<file path="config.mk">
export PLATFORM = sky130hd
export DESIGN_NAME = ifetch
export DESIGN_NICKNAME = d
export VERILOG_FILES = /design/src/rtl/ifetch.sv
export SDC_FILE = /design/constraint.sdc
export NUM_CORES = 1
export LEC_CHECK = 0
export ABC_AREA = 1
export CORE_ASPECT_RATIO = 0.8
export CORE_MARGIN = 2
export CORE_UTILIZATION = 52
export DETAILED_ROUTE_END_ITERATION = 10
export PLACE_DENSITY = 0.93
export SYNTH_ARGS = -nofsm -noshare
export SYNTH_HDL_FRONTEND = slang
export SYNTH_SLANG_ARGS = --single-unit
</file>
<file path="constraint.sdc">
create_clock -name clk -period 1.9 [get_ports clk]
set_clock_uncertainty 0.1 [all_clocks]
set_input_delay 0.285 -clock clk [delete_from_list [all_inputs] [get_ports clk]]
set_output_delay 0.285 -clock clk [all_outputs]
set_load 0.01 [all_outputs]
</file>
<file path="src/rtl/ifetch.sv">
// Instruction-fetch stage: owns the PC, keeps one instruction-memory request
// outstanding at most, and feeds the 64-bit IF/ID register read by decode.
module ifetch #(
  parameter logic [31:0] RESET_PC  = 32'h0000_0000,
  parameter logic [31:0] NOP_INSTR = 32'h0000_0013
) (
  input  logic        clk,
  input  logic        reset,
  input  logic        stall,
  input  logic        redirect,
  input  logic [31:0] redirect_pc,
  output logic        imem_req,
  output logic [31:0] imem_addr,
  input  logic        imem_gnt,
  input  logic        imem_rvalid,
  input  logic [31:0] imem_rdata,
  output logic [63:0] ifid_reg,
  output logic        ifid_valid,
  output logic [31:0] pc
);

  typedef enum logic [1:0] {IDLE, REQ, WAIT} state_t;

  state_t      state, state_next;
  logic [31:0] pc_next;
  logic [31:0] req_pc, req_pc_next;
  logic        kill, kill_next;
  logic        hold_valid, hold_valid_next;
  logic [31:0] hold_pc, hold_pc_next;
  logic [31:0] hold_instr, hold_instr_next;
  logic [63:0] ifid_next;
  logic        ifid_valid_next;
  logic [31:0] target_pc;
  logic        resp_live;

  assign target_pc = {redirect_pc[31:2], 2'b00};
  assign imem_addr = pc;

  // A response is usable only if it was not killed and no redirect overrides it.
  assign resp_live = (state == WAIT) && imem_rvalid && !kill && !redirect;

  always_ff @(posedge clk or negedge reset) begin
    if (!reset) begin
      state      <= IDLE;
      pc         <= RESET_PC;
      imem_req   <= 1'b0;
      req_pc     <= RESET_PC;
      kill       <= 1'b0;
      hold_valid <= 1'b0;
      hold_pc    <= 32'h0;
      hold_instr <= 32'h0;
      ifid_reg   <= {32'h0, NOP_INSTR};
      ifid_valid <= 1'b0;
    end else begin
      state      <= state_next;
      pc         <= pc_next;
      imem_req   <= (state_next == REQ);
      req_pc     <= req_pc_next;
      kill       <= kill_next;
      hold_valid <= hold_valid_next;
      hold_pc    <= hold_pc_next;
      hold_instr <= hold_instr_next;
      ifid_reg   <= ifid_next;
      ifid_valid <= ifid_valid_next;
    end
  end

  always_comb begin
    state_next      = state;
    pc_next         = pc;
    req_pc_next     = req_pc;
    kill_next       = kill;
    hold_valid_next = hold_valid;
    hold_pc_next    = hold_pc;
    hold_instr_next = hold_instr;
    ifid_next       = ifid_reg;
    ifid_valid_next = ifid_valid;

    case (state)
      IDLE: begin
        if (!hold_valid) state_next = REQ;
      end
      REQ: begin
        if (imem_gnt) begin
          state_next  = WAIT;
          req_pc_next = pc;
          pc_next     = pc + 32'd4;
          kill_next   = redirect;
        end
      end
      WAIT: begin
        if (imem_rvalid) begin
          kill_next  = 1'b0;
          state_next = (resp_live && stall) ? IDLE : REQ;
        end else if (redirect) begin
          kill_next = 1'b1;
        end
      end
      default: state_next = IDLE;
    endcase

    if (redirect) pc_next = target_pc;

    // IF/ID priority: redirect, stall, hold-buffer drain, fresh response, bubble.
    if (redirect) begin
      ifid_next       = {ifid_reg[63:32], NOP_INSTR};
      ifid_valid_next = 1'b0;
      hold_valid_next = 1'b0;
    end else if (stall) begin
      if (resp_live) begin
        hold_valid_next = 1'b1;
        hold_pc_next    = req_pc;
        hold_instr_next = imem_rdata;
      end
    end else if (hold_valid) begin
      ifid_next       = {hold_pc, hold_instr};
      ifid_valid_next = 1'b1;
      hold_valid_next = 1'b0;
    end else if (resp_live) begin
      ifid_next       = {req_pc, imem_rdata};
      ifid_valid_next = 1'b1;
    end else begin
      ifid_next       = {ifid_reg[63:32], NOP_INSTR};
      ifid_valid_next = 1'b0;
    end
  end

endmodule

</file>
==> results_dict.tcl, run 1 <==
set metrics [dict create \
    clkLatencyLatePin_ns 0.43 \
    cts_num_sinks 191 \
    met1_usage 0.399 \
    end_kind "output pin" \
    r2r_slack_ns 0.14 \
    synth_top_area_share 0.495 \
    clkPwrFrac 0.277 \
    finalHoldViolCount 0 \
    period_needed_ns 1.87 \
    grt_usage 0.273 \
    fillers 1459 \
    numCtsBuffers 17 \
    syn_inst 1268 \
    netlist_area_um2 9510 \
    pwr-share-seq 0.435 \
    drc_errors 0 \
    yosys_warnings 0 \
    fp.dieArea_um2 19400 \
    timing.hold.ws_ns 0.281 \
    core_um2 18100 \
    drt_first_pass_iters 5 \
    cts_tree "done" \
    cts_max_level 4 \
    antenna_found_initial 1 \
    grt.busiest_layer "met2" \
    port_buffers 193 \
    ys.flop_type "dfrtp_1" \
    p_leak_nw 6.15 \
    final_antenna_net_count 0 \
    grt_overflow_total 0 \
    avgSynthCellArea_um2 7.50 \
    r2r-start "imem_addr[2]$_DFFE_PN0P_" \
    grt_pass1_vias 8351 \
    combPwrFrac 0.288 \
    yosys.area.top_type "dfrtp_1" \
    drt_wl_total_um 26000 \
    power_mw 14.0 \
    drt_iter0_drc 774 \
    finalMaxSlewViolations 0 \
    clk_pin_slew_ns 0.07 \
    p_int_mw 9.32 \
    hp-class "input pin to asynchronous set/reset pin" \
    crit_path_start_kind "flop" \
    maxCapViolCount 0 \
    min_period_over_period 0.982 \
    met2_usage 0.422 \
    powerDensity_nw_per_um2 1130 \
    fin_nets 1503 \
    swShare 0.333 \
    dp_hpwl_um 18000 \
    grt_pass1_wl_um 42700 \
    yosys-top-cells-count "nand2_1 (570), dfrtp_1 (188), o21ai_0 (106), inv_1 (84), nor2_1 (73)" \
    io_pins 200 \
    use_met3 0.0520 \
    status "finished, final reports clean" \
    die_w_um 155 \
    largest_register_ffs 63 \
    worst_slew_pin_slew_ns 0.532 \
    yosysSeqAreaShare 0.503 \
    vdd_drop_max_mv 0.757 \
    cts-root-buf "clkbuf_16" \
    finalSetupViolCount 0 \
    slew_headroom 0.645 \
    synth.distinct_cells 32 \
    worstReg2RegEnd "imem_addr[13]$_DFFE_PN0P_" \
    synth.most_common_cell "nand2_1" \
    reg2reg_depth 8 \
    worstPathArrival_ns 1.48 \
    synthArstFlopShare 1.00 \
    grt_max_degree 51 \
    drive_above_1_share 0.0886 \
    synth_edf_count 0 \
    ys_ff_latch 191 \
    crit_fanout 6 \
    gp_congestion 0.929 \
    core.rowCount 44 \
    area_growth_pct 30.1 \
    post_drt_wl_per_cell_um 15.5 \
    vias 8882 \
    path_class "flop to output pin" \
    switching_power_mw 4.65 \
    vias_per_cell 5.30 \
    worst_ep_required_time_ns 1.51 \
    max_freq_ghz 0.536 \
    cts_buffer_depth 2 \
    die-height_um 125 \
    yosys-top-cells-area "dfrtp_1 (49%), nand2_1 (23%), o21ai_0 (5.6%), nand3_1 (3.7%), inv_1 (3.3%)" \
    initial_core_util 0.527 \
]
-- power by group through the flow --
stage          registers (mW)  clock network [mW]  logic, mW
2_1_floorplan            6.07                   0       2.07
3_3_place_gp             6.04                   0       3.82
3_5_place_dp             6.10                   0       3.97
4_1_cts                  6.04                3.91       4.02
5_1_grt                  6.21                4.12       4.46
6_report                 6.08                3.87       4.02
-- cell families after synthesis --
logic type      after synthesis  share of synthesized area
compound gates              158                     0.0940
xor+xnor                      8                    0.00737
fa+ha+maj                     1                    0.00132
buf+inv                     185                     0.0928
flops                       191                      0.503
other cells                   1                   0.000394
simple gates                724                      0.301
-- worst max-delay path, cell delays in order, from the launching register on --
cell and delay [ns]:
dfrtp_1 0.35, buf_4 0.16, clkdlybuf4s50_1 0.54
-- stage by stage --
step                      cell area, µm²  setup slack, ns  instances  setup TNS [ns]   util
after global placement             11700         -0.00348       1640        -0.00348  0.647
after global routing               12400         -0.00612       1675        -0.00612  0.685
after detailed placement           11700          -0.0739       1640           -1.23  0.647
after CTS                          12300         0.000718       1675               0  0.684
after floorplan                     9520            0.276       1271               0      -
final                              12400           0.0348       1676               0  0.685
-- how the worst max path moves through the flow --
stage	slack [ns]	start	endpoint	cells past startpoint
5_1_grt	-0.006	imem_addr[2]$_DFFE_PN0P_	pc[2]	2
3_5_place_dp	-0.07	redirect	hold_pc[6]$_DFFE_PN0P_	8
3_3_place_gp	-0.003	redirect	hold_pc[6]$_DFFE_PN0P_	8
4_1_cts	0.0007	imem_addr[3]$_DFFE_PN0P_	imem_addr[3]	2
6_report	0.03	imem_addr[2]$_DFFE_PN0P_	pc[2]	2
2_1_floorplan	0.28	imem_addr[3]$_DFFE_PN0P_	imem_addr[26]$_DFFE_PN0P_	10
-- layer usage --
metal  wire, µm  vias up
met5          0        -
met4        448        0
met3       1640       43
met2      12100      383
met1      11800     4207
li1           -     4249
-- what timing repair did --
| item | 4_1_cts | 5_1_grt |
|---|---|---|
| endpoints found under the setup margin | 15 | 30 |
| hold buffers | 1 | 0 |
| gates resized for setup | 9 | 17 |
| setup buffers | 2 | 0 |
| pin swaps | 0 | 1 |
| hold endpoints to repair | 41 | 0 |
-- placed cells by master (no fill, tap or decap), types with 17 or more instances in the layout --
cell and count:
buf_4 32, clkbuf_16 17, clkdlybuf4s50_1 184, dfrtp_1 171, dfrtp_2 17, inv_1 84
nand2_1 569, nand3_1 70, nor2_1 71, o21ai_0 106
-- layout make-up --
class / count / area [µm²] / share of cell area
clock buffers: 18 / 429 / 0.0347
flip-flops and latches: 191 / 4800 / 0.388
multi-input cells: 895 / 3870 / 0.312
clock inverters: 14 / 204 / 0.0165
well taps: 230 / 288 / 0.0233
repair buffers: 239 / 2450 / 0.198
inverters: 88 / 332 / 0.0268
diodes: 1 / 2.50 / 0.000202
No activity file was read; power rests on OpenSTA's default activity.
==> inputs of run 2 (changes only) <==
--- a/config.mk
+++ b/config.mk
@@ -8,9 +8,10 @@
 export ABC_AREA = 1
 export CORE_ASPECT_RATIO = 0.8
 export CORE_MARGIN = 2
-export CORE_UTILIZATION = 52
+export CORE_UTILIZATION = 60
 export DETAILED_ROUTE_END_ITERATION = 10
-export PLACE_DENSITY = 0.93
+export DONT_BUFFER_PORTS = 1
+export PLACE_DENSITY = 0.88
 export SYNTH_ARGS = -nofsm -noshare
 export SYNTH_HDL_FRONTEND = slang
 export SYNTH_SLANG_ARGS = --single-unit
==> results_dict.tcl, run 2 (synthesis results as in run 1) <==
set metrics [dict create \
    post_drt_wl_per_cell_um 16.5 \
    reg2reg_depth 9 \
    area_growth_pct 14.3 \
    die_w_um 145 \
    initial_core_util 0.608 \
    grt_usage 0.311 \
    worstReg2RegEnd "imem_addr[19]$_DFFE_PN0P_" \
    drt-met1-wl_um 11000 \
    hp-class "input pin to asynchronous set/reset pin" \
    vdd_drop_max_mv 0.850 \
    clkPwrFrac 0.282 \
    fin_nets 1372 \
    violations "hold timing" \
    drive_above_1_share 0.0830 \
    largest_register_ffs 63 \
    finalHoldViolCount 191 \
    worst_ep_required_time_ns 2.17 \
    powerDensity_nw_per_um2 1150 \
    die-height_um 117 \
    grt_pass1_vias 7994 \
    core_um2 15600 \
    vias_per_cell 5.48 \
    postCtsHoldBufs 65 \
    highest_layer "met4" \
    dp_slack_ns 0.170 \
    drc_errors 0 \
    cts-root-buf "clkbuf_16" \
    grt_pass1_wl_um 40600 \
    drt_first_pass_iters 5 \
    fp.dieArea_um2 16900 \
    worst_slew_pin_slew_ns 1.01 \
    io_pins 200 \
    timing.hold.ws_ns -0.557 \
    antenna_found_initial 0 \
    crit_path_start_kind "flop" \
    slew_headroom 0.327 \
    dp_hpwl_um 15800 \
    status "complete, but fails checks" \
    cts_max_level 4 \
    numCtsBuffers 17 \
    p_int_mw 8.09 \
    fin_ws_ns 0.157 \
    drt_iter0_drc 781 \
    routed-wl-met3_um 2240 \
    worstPathArrival_ns 2.02 \
    period_needed_ns 1.74 \
    layout_common_cells "nand2_1 (570), dfrtp_1 (188), o21ai_0 (106), inv_1 (84), nand3_1 (70)" \
    wl_met2_um 11200 \
    grt_max_degree 192 \
    combPwrFrac 0.220 \
    grt_overflow_total 0 \
    drt_wl_total_um 25200 \
    clk_pin_slew_ns 0.07 \
    r2r-start "imem_addr[3]$_DFFE_PN0P_" \
    setup_tns_ns 0 \
    switching_power_mw 4.42 \
    final_common_cell "nand2_1" \
    cts_tree "done" \
    path_class "flop to flop" \
    port_buffers 0 \
    crit_fanout 5 \
    swShare 0.353 \
    clkLatencyLatePin_ns 0.43 \
    gp_congestion 0.991 \
    p_leak_nw 5.62 \
    end_kind "flop" \
    finalMaxSlewViolations 0 \
    cts_buffer_depth 2 \
    min_period_over_period 0.917 \
    post-cts-setup-buffers 0 \
    final_antenna_net_count 0 \
    rsz0062_at_grt "false" \
    finalSetupViolCount 0 \
    r2r_slack_ns 0.16 \
    vias 8378 \
    core.rowCount 41 \
    power_mw 12.5 \
    cts_num_sinks 191 \
    pwr-share-seq 0.498 \
    max_freq_ghz 0.574 \
    maxCapViolCount 0 \
]
[run 2: changes by cell type in the layout (fill, tap and decap cells not counted), sizes merged]
cell / previous run / this run
clkinv: 2 / 5
inv: 92 / 91
buf: 45 / 43
clkdlybuf4s50: 184 / 0
bufinv: 4 / 1
dlygate4sd2: 5 / 0
dlygate4sd3: 1 / 65
dlymetal6s2s: 3 / 0
[run 2: stage by stage]
step / cells / area (µm²) / util / hold slack, ns
after floorplan: 1271 / 9520 / - / -0.111
after global placement: 1432 / 9630 / 0.616 / -0.105
after detailed placement: 1432 / 9630 / 0.616 / -0.105
after CTS: 1529 / 10900 / 0.694 / -0.571
after global routing: 1529 / 10900 / 0.694 / -0.590
final: 1530 / 10900 / 0.694 / -0.557
[run 2: how the worst max path moves through the flow]
stage | slack [ns] | endpoint | startpoint
global placement | 0.22 | imem_addr[26]$_DFFE_PN0P_ | imem_addr[2]$_DFFE_PN0P_
global route | 0.02 | ifid_reg[54]$_DFFE_PN0P_ | state[0]$_DFF_PN0_
floorplan | 0.28 | imem_addr[26]$_DFFE_PN0P_ | imem_addr[3]$_DFFE_PN0P_
detailed placement | 0.17 | imem_addr[26]$_DFFE_PN0P_ | imem_addr[2]$_DFFE_PN0P_
finish | 0.16 | imem_addr[19]$_DFFE_PN0P_ | imem_addr[3]$_DFFE_PN0P_
CTS | 0.16 | imem_addr[26]$_DFFE_PN0P_ | imem_addr[2]$_DFFE_PN0P_
[run 2: worst max-delay path: stages, from the launching register on]
cell,delay (ns)
dfrtp_1,0.37
buf_4,0.17
nand2_1,0.08
nor2_1,0.16
nand2_1,0.18
nor2_1,0.26
nand2_1,0.11
nand2_1,0.10
nand3_1,0.09
nand2_1,0.08
[run 2: layout make-up]
type                    count  area, µm²
clock buffers              19        443
clock inverters            13        131
well taps                 215        269
diodes                      1       2.50
repair buffers            108       1040
inverters                  88        332
multi-input cells         895       3870
fillers                  1246       4780
flip-flops and latches    191       4780
[run 2: per-layer routing]
layer / GRT usage / vias up
met1: 0.439 / 3924
met3: 0.0902 / 63
met4: 0.111 / 0
met5: 0 / -
met2: 0.463 / 410
li1: - / 3981
[run 2: power by group through the flow]
stage	Sequential (mW)	Combinational, mW	Clock [mW]
detailed placement	6.27	2.58	0
global placement	6.22	2.47	0
global route	6.39	3.18	3.77
CTS	6.21	2.71	3.57
floorplan	6.07	2.07	0
finish	6.24	2.76	3.52
[run 2: what timing repair did]
item / in CTS / in global routing
hold endpoints to repair: 278 / 191
gates resized for setup: 0 / 2
endpoints found under the setup margin: 0 / 2
==> inputs of run 3 (changes only) <==
--- a/config.mk
+++ b/config.mk
@@ -11,7 +11,7 @@
 export CORE_UTILIZATION = 60
 export DETAILED_ROUTE_END_ITERATION = 10
 export DONT_BUFFER_PORTS = 1
-export PLACE_DENSITY = 0.88
+export PLACE_DENSITY = 0.75
 export SYNTH_ARGS = -nofsm -noshare
 export SYNTH_HDL_FRONTEND = slang
 export SYNTH_SLANG_ARGS = --single-unit
==> results_dict.tcl, run 3 (synthesis results as in run 1) <==
set metrics [dict create \
    status "complete, but fails checks" \
    violations "hold timing" \
    antenna_cells 0 \
    grt_usage 0.293 \
    cts_max_level 4 \
    core.rowCount 41 \
    crit_path_start_kind "flop" \
    vias_per_cell 5.40 \
    worstReg2RegEnd "imem_addr[17]$_DFFE_PN0P_" \
    r2r-start "imem_addr[2]$_DFFE_PN0P_" \
    slew_headroom 0.313 \
    finalHoldViolCount 191 \
    clkLatencyLatePin_ns 0.43 \
    maxCapViolCount 0 \
    grt_max_degree 192 \
    drt_first_pass_iters 8 \
    end_kind "flop" \
    vdd_drop_max_mv 0.794 \
    cts-root-buf "clkbuf_16" \
    rsz0062_at_grt "false" \
    numCtsBuffers 17 \
    grt_pass1_wl_um 38500 \
    area_growth_pct 14.6 \
    finalMaxSlewViolations 0 \
    swShare 0.345 \
    combPwrFrac 0.221 \
    final_antenna_net_count 0 \
    period_needed_ns 1.80 \
    min_period_over_period 0.945 \
    cts_buffer_depth 2 \
    p_int_mw 8.28 \
    initial_core_util 0.608 \
    die-height_um 117 \
    post-cts-setup-buffers 0 \
    antenna_found_initial 0 \
    postCtsHoldBufs 61 \
    drt_iter0_drc 753 \
    fp.dieArea_um2 16900 \
    drt_wl_total_um 24200 \
    r2r_slack_ns 0.10 \
    path_class "flop to flop" \
    drive_above_1_share 0.0824 \
    timing.hold.ws_ns -0.552 \
    worstPathArrival_ns 2.01 \
    clkPwrFrac 0.290 \
    dp_hpwl_um 15500 \
    setup_tns_ns 0 \
    hp-class "input pin to asynchronous set/reset pin" \
    core_um2 15600 \
    io_pins 200 \
    worst_ep_required_time_ns 2.11 \
    crit_fanout 6 \
    port_buffers 0 \
    powerDensity_nw_per_um2 1160 \
    vias 8235 \
    drc_errors 0 \
    grt_overflow_total 0 \
    post_drt_wl_per_cell_um 15.9 \
    largest_register_ffs 63 \
    finalSetupViolCount 0 \
    pwr-share-seq 0.489 \
    p_leak_nw 5.63 \
    clk_pin_slew_ns 0.07 \
    startpoint "imem_addr[2]$_DFFE_PN0P_" \
    fin_area_um2 10900 \
    place_area_um2 9670 \
    final_common_cell "nand2_1" \
    gp_congestion 0.927 \
    die_w_um 145 \
    fin_nets 1368 \
    reg2reg_depth 8 \
    grt_pass1_vias 7431 \
    worst_slew_pin_slew_ns 1.03 \
    max_freq_ghz 0.557 \
    switching_power_mw 4.37 \
    layout_common_cells "nand2_1 (570), dfrtp_1 (188), o21ai_0 (105), inv_1 (84), nor2_1 (71)" \
    cts_num_sinks 191 \
    cts_tree "done" \
]
## run 3: changes by cell type in the layout (fill, tap and decap cells not counted), sizes merged
cell          previous run  this run
clkinv                   5         3
inv                     91        92
dlygate4sd3             65        60
diode                    1         0
dlymetal6s4s             0         1
bufinv                   1         2
## run 3: area by class of cell
type | count | area (µm²)
sequential | 191 | 4780
inverter | 88 | 332
clock buffer | 19 | 453
tap | 215 | 269
timing repair buffer | 104 | 1040
fill | 1276 | 4750
multi-input combinational | 895 | 3870
clock inverter | 13 | 150
## run 3: power groups by stage
stage	clock network [mW]	logic (mW)	registers, mW
after floorplan	0	2.07	6.07
after global placement	0	2.54	6.20
after detailed placement	0	2.64	6.23
after CTS	3.71	2.79	6.17
after global routing	3.89	3.22	6.34
final	3.66	2.80	6.18
## run 3: worst max-delay path by stage
stage	endpoint	cells past startpoint	slack (ns)
after global routing	ifid_reg[54]$_DFFE_PN0P_	9	0.004
after detailed placement	ifid_reg[54]$_DFFE_PN0P_	9	0.15
after floorplan	imem_addr[26]$_DFFE_PN0P_	10	0.28
final	imem_addr[17]$_DFFE_PN0P_	8	0.10
after global placement	imem_addr[21]$_DFFE_PN0P_	8	0.22
after CTS	hold_instr[0]$_DFFE_PN0P_	5	0.008
## run 3: through the flow
| step | utilization | instances | total power [mW] | worst slack (ns) | hold WS [ns] |
|---|---|---|---|---|---|
| after floorplan | - | 1271 | 8.14 | 0.276 | -0.111 |
| after detailed placement | 0.618 | 1432 | 8.86 | 0.153 | -0.106 |
| final | 0.697 | 1525 | 12.6 | 0.104 | -0.552 |
| after CTS | 0.696 | 1525 | 12.7 | 0.00776 | -0.567 |
| after global placement | 0.618 | 1432 | 8.73 | 0.218 | -0.105 |
| after global routing | 0.697 | 1525 | 13.4 | 0.00401 | -0.569 |
## run 3: per-layer routing
metal  global-route usage  vias up  share of wire
met3               0.0590       49          0.081
li1                     -     3983              -
met5                    0        -              0
met4               0.0945        0          0.023
met1                0.436     3863           0.46
met2                0.435      340           0.44
## run 3: worst max-delay path, stage by stage (launching register included)
cell      delay, ns
dfrtp_1        0.37
buf_4          0.19
inv_1          0.11
nor2_1         0.18
nand2_1        0.17
nor2_1         0.28
nand3_1        0.12
nand2_1        0.09
o21bai_1       0.07
## run 3: repair_timing
| action | CTS | global route |
|---|---|---|
| hold endpoints to repair | 280 | 191 |
| endpoints found under the setup margin | 0 | 68 |
| gates resized for setup | 0 | 4 |
